### config.mk
export PLATFORM = sky130hd
export DESIGN_NAME = gun_light_sampler
export DESIGN_NICKNAME = d
export VERILOG_FILES = /design/src/rtl/gun_light_sampler.sv
export SDC_FILE = /design/constraint.sdc
export NUM_CORES = 1
export LEC_CHECK = 0
export BUFFER_PORTS_ARGS = -buffer_cell sky130_fd_sc_hd__buf_2
export CAP_MARGIN = 10
export CORE_UTILIZATION = 50
export CTS_CLUSTER_DIAMETER = 50
export DETAILED_ROUTE_END_ITERATION = 10
export PLACE_DENSITY = 0.73
export SLEW_MARGIN = 20
export SYNTH_ARGS = -nofsm -noshare
export SYNTH_HDL_FRONTEND = slang
export SYNTH_SLANG_ARGS = --single-unit
export TNS_END_PERCENT = 5
### constraint.sdc
create_clock -name clk -period 2.4 [get_ports clk]
set_input_delay 0.48 -clock clk [delete_from_list [all_inputs] [get_ports clk]]
set_output_delay 0.48 -clock clk [all_outputs]
set_load 0.01 [all_outputs]
### src/rtl/gun_light_sampler.sv
// Light-gun photodiode sampler: on each VAUX4 end-of-conversion, reads the XADC
// result over DRP, averages 2^AVG_LOG2 reads and derives a hysteresis light flag.
module gun_light_sampler #(
  parameter logic [4:0]  CHANNEL   = 5'h14,
  parameter logic [6:0]  DRP_ADDR  = 7'h14,
  parameter int          AVG_LOG2  = 2,
  parameter logic [11:0] THRESH_HI = 12'd2400,
  parameter logic [11:0] THRESH_LO = 12'd2000,
  parameter logic [7:0]  TIMEOUT   = 8'd64
) (
  input  logic        clk,
  input  logic        rst_n,
  input  logic        enable,
  input  logic        eoc_in,
  input  logic [4:0]  channel_in,
  input  logic        drdy_in,
  input  logic [15:0] do_in,
  output logic [6:0]  daddr_out,
  output logic        den_out,
  output logic        dwe_out,
  output logic [15:0] di_out,
  output logic [11:0] sample_out,
  output logic        sample_valid,
  output logic        light_on,
  output logic        drp_timeout,
  output logic        overrun
);

  localparam int ACC_W = 12 + AVG_LOG2;
  localparam int CNT_W = (AVG_LOG2 > 0) ? AVG_LOG2 : 1;
  localparam logic [CNT_W-1:0] CNT_LAST = CNT_W'((1 << AVG_LOG2) - 1);

  typedef enum logic [1:0] {IDLE, REQ, WAIT, ACC} state_e;

  state_e             state_q, state_d;
  logic [7:0]         timer_q, timer_d;
  logic [11:0]        cap_q, cap_d;
  logic [ACC_W-1:0]   acc_q, acc_d;
  logic [CNT_W-1:0]   cnt_q, cnt_d;
  logic               abort_q, abort_d;
  logic               den_q, den_d;
  logic               valid_q, valid_d;
  logic [11:0]        sample_q, sample_d;
  logic               light_q, light_d;
  logic               tmo_q, tmo_d;
  logic               ovr_q, ovr_d;

  logic               eoc_match;
  logic               timer_last;
  logic [ACC_W-1:0]   sum;
  logic               unused_lsbs;

  // Averaging by truncation: the top 12 bits of the sum are sum >> AVG_LOG2.
  function automatic logic [11:0] avg_of(input logic [ACC_W-1:0] s);
    return s[ACC_W-1 -: 12];
  endfunction

  function automatic logic hyst(input logic [11:0] s, input logic cur);
    if (s >= THRESH_HI) return 1'b1;
    if (s <= THRESH_LO) return 1'b0;
    return cur;
  endfunction

  assign eoc_match   = eoc_in && (channel_in == CHANNEL);
  assign timer_last  = (timer_q + 8'd1) == (TIMEOUT - 8'd1);
  assign sum         = acc_q + ACC_W'(cap_q);
  assign unused_lsbs = ^do_in[3:0];

  always_ff @(posedge clk or negedge rst_n) begin
    if (!rst_n) state_q <= IDLE;
    else        state_q <= state_d;
  end

  always_comb begin
    state_d = state_q;
    case (state_q)
      IDLE:    if (enable && eoc_match) state_d = REQ;
      REQ:     state_d = WAIT;
      WAIT:    if (drdy_in) state_d = ACC;
               else if (timer_last) state_d = IDLE;
      ACC:     state_d = IDLE;
      default: state_d = IDLE;
    endcase
  end

  always_comb begin
    den_d    = 1'b0;
    valid_d  = 1'b0;
    tmo_d    = 1'b0;
    ovr_d    = eoc_match && (state_q != IDLE);
    timer_d  = timer_q;
    cap_d    = cap_q;
    acc_d    = acc_q;
    cnt_d    = cnt_q;
    sample_d = sample_q;
    light_d  = light_q;
    // A read that saw enable low at any point is discarded along with the partial set.
    abort_d  = abort_q || (!enable && (state_q != IDLE));
    case (state_q)
      IDLE: begin
        if (!enable) begin
          acc_d = '0;
          cnt_d = '0;
        end
        if (enable && eoc_match) begin
          den_d   = 1'b1;
          abort_d = 1'b0;
        end
      end
      REQ: timer_d = '0;
      WAIT: begin
        timer_d = timer_q + 8'd1;
        if (drdy_in) begin
          cap_d = do_in[15:4];
        end else if (timer_last) begin
          tmo_d = 1'b1;
          if (abort_d) begin
            acc_d = '0;
            cnt_d = '0;
          end
        end
      end
      ACC: begin
        if (abort_d) begin
          acc_d = '0;
          cnt_d = '0;
        end else if (cnt_q == CNT_LAST) begin
          sample_d = avg_of(sum);
          light_d  = hyst(avg_of(sum), light_q);
          valid_d  = 1'b1;
          acc_d    = '0;
          cnt_d    = '0;
        end else begin
          acc_d = sum;
          cnt_d = cnt_q + CNT_W'(1);
        end
      end
      default: ;
    endcase
  end

  always_ff @(posedge clk or negedge rst_n) begin
    if (!rst_n) begin
      timer_q  <= '0;
      cap_q    <= '0;
      acc_q    <= '0;
      cnt_q    <= '0;
      abort_q  <= 1'b0;
      den_q    <= 1'b0;
      valid_q  <= 1'b0;
      sample_q <= '0;
      light_q  <= 1'b0;
      tmo_q    <= 1'b0;
      ovr_q    <= 1'b0;
    end else begin
      timer_q  <= timer_d;
      cap_q    <= cap_d;
      acc_q    <= acc_d;
      cnt_q    <= cnt_d;
      abort_q  <= abort_d;
      den_q    <= den_d;
      valid_q  <= valid_d;
      sample_q <= sample_d;
      light_q  <= light_d;
      tmo_q    <= tmo_d;
      ovr_q    <= ovr_d;
    end
  end

  assign daddr_out    = DRP_ADDR;
  assign dwe_out      = 1'b0;
  assign di_out       = 16'h0000;
  assign den_out      = den_q;
  assign sample_out   = sample_q;
  assign sample_valid = valid_q;
  assign light_on     = light_q;
  assign drp_timeout  = tmo_q;
  assign overrun      = ovr_q;

endmodule
=== Yosys cells after proc, flatten, opt, wreduce, memory -nomap -nowiden ===
Index checks and enable logic that the tools add are counted.

* $add $sub $neg: 3
* $lt $le $gt $ge: 2
* Equal/unequal tests: 12
* Muxes and demuxes: 42
* Bitwise operators: 1
* Reduce and logical (&&, ||, !) cells: 16

{| class="wikitable"
|+ Operators with widths
! kind !! count
|-
| $mux W14 || 6
|-
| $pmux W14 S3 || 1
|-
| $mux W1 || 23
|-
| $mux W2 || 9
|-
| $pmux W8 S2 || 1
|-
| $add A14 B12 Y14 || 1
|-
| $ge A12 B12 Y1 const B || 1
|-
| $le A12 B11 Y1 const B || 1
|-
| $ne A2 B2 Y1 const B || 5
|-
| $add A8 B1 Y8 const B || 1
|-
| $eq A8 B6 Y1 const B || 1
|-
| $pmux W2 S4 || 1
|-
| $eq A2 B2 Y1 const B || 3
|-
| $pmux W2 S3 || 1
|-
| $reduce_bool A2 Y1 || 3
|-
| $eq A5 B5 Y1 const B || 1
|-
| $reduce_and A5 Y1 || 1
|-
| $logic_and A1 B1 Y1 || 4
|-
| $reduce_and A2 Y1 || 2
|-
| $reduce_and A4 Y1 || 1
|-
| $ne A3 B3 Y1 const B || 1
|-
| $reduce_and A3 Y1 || 1
|-
| $reduce_bool A3 Y1 || 1
|-
| $add A2 B1 Y2 const B || 1
|-
| 5 further kinds || 5
|}

* Flip-flop bits (word level): 56

=== Depth between registers and ports, before layout ===
* Depth in word-level cells: 12
* Gate-level depth with buffers: 9

=== Worst setup path before layout ===
Ideal clock, no wire load.

* Path kind: reg2reg
* From: register cap_q[0]
* To: register light_q, in the netlist light_on
* Setup time: 0.127 ns
* Data arrival time: 2.269 ns
* Required time: 2.273 ns
* Setup slack: 0.005 ns
* Stages on the path, launching flop included: 10
* Period minus slack after synthesis: 2.395 ns
* Cell sequence: dfrtp_1 ha_1 fa_1 a211oi_2 o21ai_1 a211oi_2 xor2_1 nor2_1 nor4b_2 o22ai_2

* Word-level cells in the longest chain between the ends: 9
* Elaborated cells on any way between the ends: 17
* Classes of those cells: 1 x add/sub; 2 x order compare; 12 x mux; 2 x reduce/logical

{| class="wikitable"
|+ Ends and longest elaborated chain
! element !! RTL line !! text
|-
| from (decl) || 37 || <nowiki>logic [11:0] cap_q, cap_d;</nowiki>
|-
| from (signal assigned) || 157 || <nowiki>cap_q <= cap_d;</nowiki>
|-
| $add A14 B12 Y14 * || 66 || <nowiki>assign sum = acc_q + ACC_W'(cap_q);</nowiki>
|-
| $le A12 B11 Y1 || 60 || <nowiki>if (s <= THRESH_LO) return 1'b0;</nowiki>
|-
| $mux W1 (2 in a row) || 60 ||
|-
| $mux W1 || 127 || <nowiki>end else if (cnt_q == CNT_LAST) begin</nowiki>
|-
| $mux W1 || 124 || <nowiki>if (abort_d) begin</nowiki>
|-
| $mux W1 || 99 || <nowiki>case (state_q)</nowiki>
|-
| $reduce_bool A2 Y1 (no line) || - ||
|-
| $reduce_and A4 Y1 (no line) || - ||
|-
| to (signal assigned) || 164 || <nowiki>light_q <= light_d;</nowiki>
|-
| to (decl) || 44 || <nowiki>logic light_q, light_d;</nowiki>
|}

Mark *: on every way between the ends. The rest lies on a longest branch, timed or not. The select of a mux whose other input is x is not followed.
A chain may end at the register's enable or synchronous reset.

=== Worst setup path after layout ===
* From: register acc_q[0]
* To: register light_q, in the netlist light_on

* Word-level cells in the longest chain between the ends: 9
* Elaborated cells on any way between the ends: 17
* Classes of those cells: 1 x add/sub; 2 x order compare; 12 x mux; 2 x reduce/logical

{| class="wikitable"
|+ Ends and longest elaborated chain
! element !! RTL line !! text
|-
| from (decl) || 38 || <nowiki>logic [ACC_W-1:0] acc_q, acc_d;</nowiki>
|-
| from (signal assigned) || 146 || <nowiki>acc_q <= '0;</nowiki>
|-
| from (signal assigned) || 158 || <nowiki>acc_q <= acc_d;</nowiki>
|-
| $add A14 B12 Y14 * || 66 ||
|-
| $le A12 B11 Y1 || 60 ||
|-
| $mux W1 (2 in a row) || 60 ||
|-
| $mux W1 || 127 ||
|-
| $mux W1 || 124 ||
|-
| $mux W1 || 99 ||
|-
| $reduce_bool A2 Y1 (no line) || - ||
|-
| $reduce_and A4 Y1 (no line) || - ||
|}

Marked as above.

==> impl_metrics.yaml <==
critical_path:
  crit_type: "flip-flop to flip-flop"
  r2r_slack_ps: -6
  crit_path_max_fanout: 4
  r2r_start: "acc_q[0]"
  reg2regPathDepth: 9
  timing.rr.end: "light_on"
  end_kind: "flip-flop"
  worstPathArrival_ps: 2600
  cp.required_ps: 2600
  critPathLaunchType: "flip-flop"
floorplan:
  core_sq_um: 6420
  die_h_um: 84.2
  pin_count: 67
  dieArea_sq_um: 7090
  num_rows: 29
  start_util_pct: 52.6
  die_w_um: 84.2
yosys:
  netlist_area_sq_um: 3380
  ys_types: 55
  async_flop_share_pct: 100
  ys_seq_area_share_pct: 41.5
  synthCells: 351
  post-synth-top-area-cell: "dfrtp_1"
  synth.avg_cell_area_sq_um: 9.62
  synth_top_area_share_pct: 41.5
  synth_edf_count: 0
  ys.flop_type: "dfrtp_1"
  ys_warn_count: 0
  ys_ff_latch: 56
  synth.area.top_cells: "dfrtp_1, ha_1, buf_4"
routing:
  firstDrtPassIters: 7
  ant_nets: 0
  via_per_inst: 5.41
  finalWirelength_um: 6650
  drtIter0Drc: 209
  via_count: 2581
  wire_per_inst_um: 13.9
  drc: 6
global_routing:
  grt_pass1_wl_um: 11700
  grt_max_degree: 32
  grt_pass1_vias: 2555
  antenna_found_initial: 0
  grt-ovfl-total: 0
  gr-usage-all-layers_pct: 20.4
final_layout:
  layout.nets: 445
  diodes: 0
  layout_common_cells: "dfrtp_1, nand2_1, buf_2"
  drive_gt1_share_pct: 22.8
  syn_to_final_growth_pct: 11.9
  utilization_pct: 58.8
  final_cell_area_sq_um: 3780
  layout.cells.most_common: "dfrtp_1"
sta:
  timing_hold_violations_final: 0
  fmax_mhz: 416
  drv_slew: 0
  setup_tns_ps: -6.33
  rsz0062_at_grt: "true"
  maxSlewHeadroom_pct: 55.8
  skew_ps: 6.72
  hold_ws_ps: 186
  tightest_slew_ps: 662
  min_period_ps: 2410
  setup_viol: 1
  period_share_pct: 100
  worst_slack_ps: -6.33
placement:
  gp_congestion: 0.874
  hpwl_um: 5040
  postPlaceCellArea_sq_um: 3640
  io_buffers: 38
status:
  status: "finished, violations left"
  violations: "DRC, setup timing"
clock_tree:
  cts_buffer_depth: 2
  clkTransAtPathRegs_ps: 100
  cts.sinks: 56
  ctsRootBufferMaster: "clkbuf_8"
  htree_num_levels: 2
  numCtsBuffers: 5
  insertion_delay_ps: 300
  cts_hold_buf: 0
  cts_tree: "built"
hold_path:
  hold_path_class: "input port to asynchronous set/reset pin"
run:
  max_cap_violations: 0
pwr:
  p_leak_uw: 0.00183
  powerDensity_nw_per_um2: 868
  vdd_drop_max_mv: 0.748
-- routing by layer --
layer | part of all wire [%] | track usage (%) | up-vias | routed length, um
met5 | 0 | 0 | - | 0
met1 | 46 | 26.9 | 1208 | 3070
met4 | 0.60 | 4.23 | 0 | 40
met3 | 4.3 | 3.54 | 6 | 284
li1 | - | - | 1292 | -
met2 | 49 | 35.5 | 75 | 3250
-- state kept, by name, indices dropped and copies added (netlist names) --
register      cells
overrun           1
drp_timeout       1
sample_out       12
cnt_q             2
den_out           1
cap_q            12
timer_q           8
abort_q           1
light_on          1
state_q           2
sample_valid      1
acc_q            14
-- stage by stage --
step / cells / worst slack [ps] / power, uW
3_5_place_dp: 468 / -173 / 2720
3_3_place_gp: 468 / -123 / 2670
2_1_floorplan: 373 / 4.52 / 2280
4_1_cts: 477 / -53.3 / 3280
5_1_grt: 477 / -139 / 3520
6_report: 477 / -6.33 / 3280
-- repair_timing --
item / in CTS / in global routing
setup buffers: 1 / 0
endpoints found under the hold margin: 0 / 0
endpoints found under the setup margin: 2 / 13
resized for setup: 5 / 2
pin swaps: 3 / 2
-- worst max-delay path: stages, from the launching register on --
cell and delay, ps:
dfrtp_1 400, ha_2 190, fa_2 390, a211oi_4 240
o21ai_2 120, a211oi_2 270, xor2_2 240, nor2_1 80
nor4b_2 280, o22ai_2 100
-- worst max path at each step --
stage               slack, ps  startpoint  endpoint  depth (start not counted)
global route             -140    cap_q[0]  light_on                          9
floorplan                   5    cap_q[0]  light_on                          9
detailed placement       -170    cap_q[0]  light_on                          9
CTS                       -50    acc_q[0]  light_on                          9
global placement         -120    cap_q[0]  light_on                          9
finish                     -6    acc_q[0]  light_on                          9
-- area by class of cell --
type,instances,area (sq um)
clock inverter,1,7.51
sequential,56,1400
timing repair buffer,54,323
inverter,19,71.3
clock buffer,7,86.3
multi-input combinational,263,1790
tap,77,96.3
fill,559,2640
-- cell families after synthesis --
kind of cell,after synthesis,synth area share [%]
other,2,0.222
AO/OA/AOI/OAI,93,19.3
XOR/XNOR,12,3.11
adder cells (fa/ha/maj),20,7.63
AND/OR/NAND/NOR,99,14.4
multiplexers,15,4.93
flip-flops,56,41.5
buffers and inverters,54,8.85
-- synthesized netlist by cell type, types with 2 or more instances --
| cell type | instances |
|---|---|
| o21a_1 | 2 |
| a21oi_1 | 13 |
| buf_4 | 24 |
| a211oi_2 | 2 |
| o22ai_1 | 3 |
| xor2_1 | 5 |
| a31oi_1 | 3 |
| nand4_1 | 2 |
| inv_1 | 19 |
| ha_1 | 19 |
| o211ai_1 | 4 |
| nor3b_1 | 4 |
| nand3_1 | 8 |
| a21o_1 | 9 |
| clkbuf_1 | 5 |
| o21ai_0 | 29 |
| dfrtp_1 | 56 |
| or3_1 | 2 |
| a2111oi_0 | 2 |
| mux2_2 | 13 |
| conb_1 | 2 |
| nor3_1 | 10 |
| nor2_1 | 13 |
| nor2b_1 | 2 |
| xnor2_1 | 7 |
| and4_1 | 2 |
| o221ai_1 | 2 |
| mux2i_1 | 2 |
| o31ai_1 | 11 |
| and2_1 | 2 |
| nand2_1 | 42 |
| buf_2 | 5 |
| o21ai_1 | 2 |
| and3_1 | 4 |
-- report_power, final --
part | internal [uW] | leakage (uW) | switching (uW) | total [uW]
clock | 236 | 0.0000445 | 303 | 539
sequential | 1090 | 0.000746 | 130 | 1220
combinational | 651 | 0.00104 | 871 | 1520
total | 1980 | 0.00183 | 1300 | 3280
No activity file was read; power rests on OpenSTA's default activity.
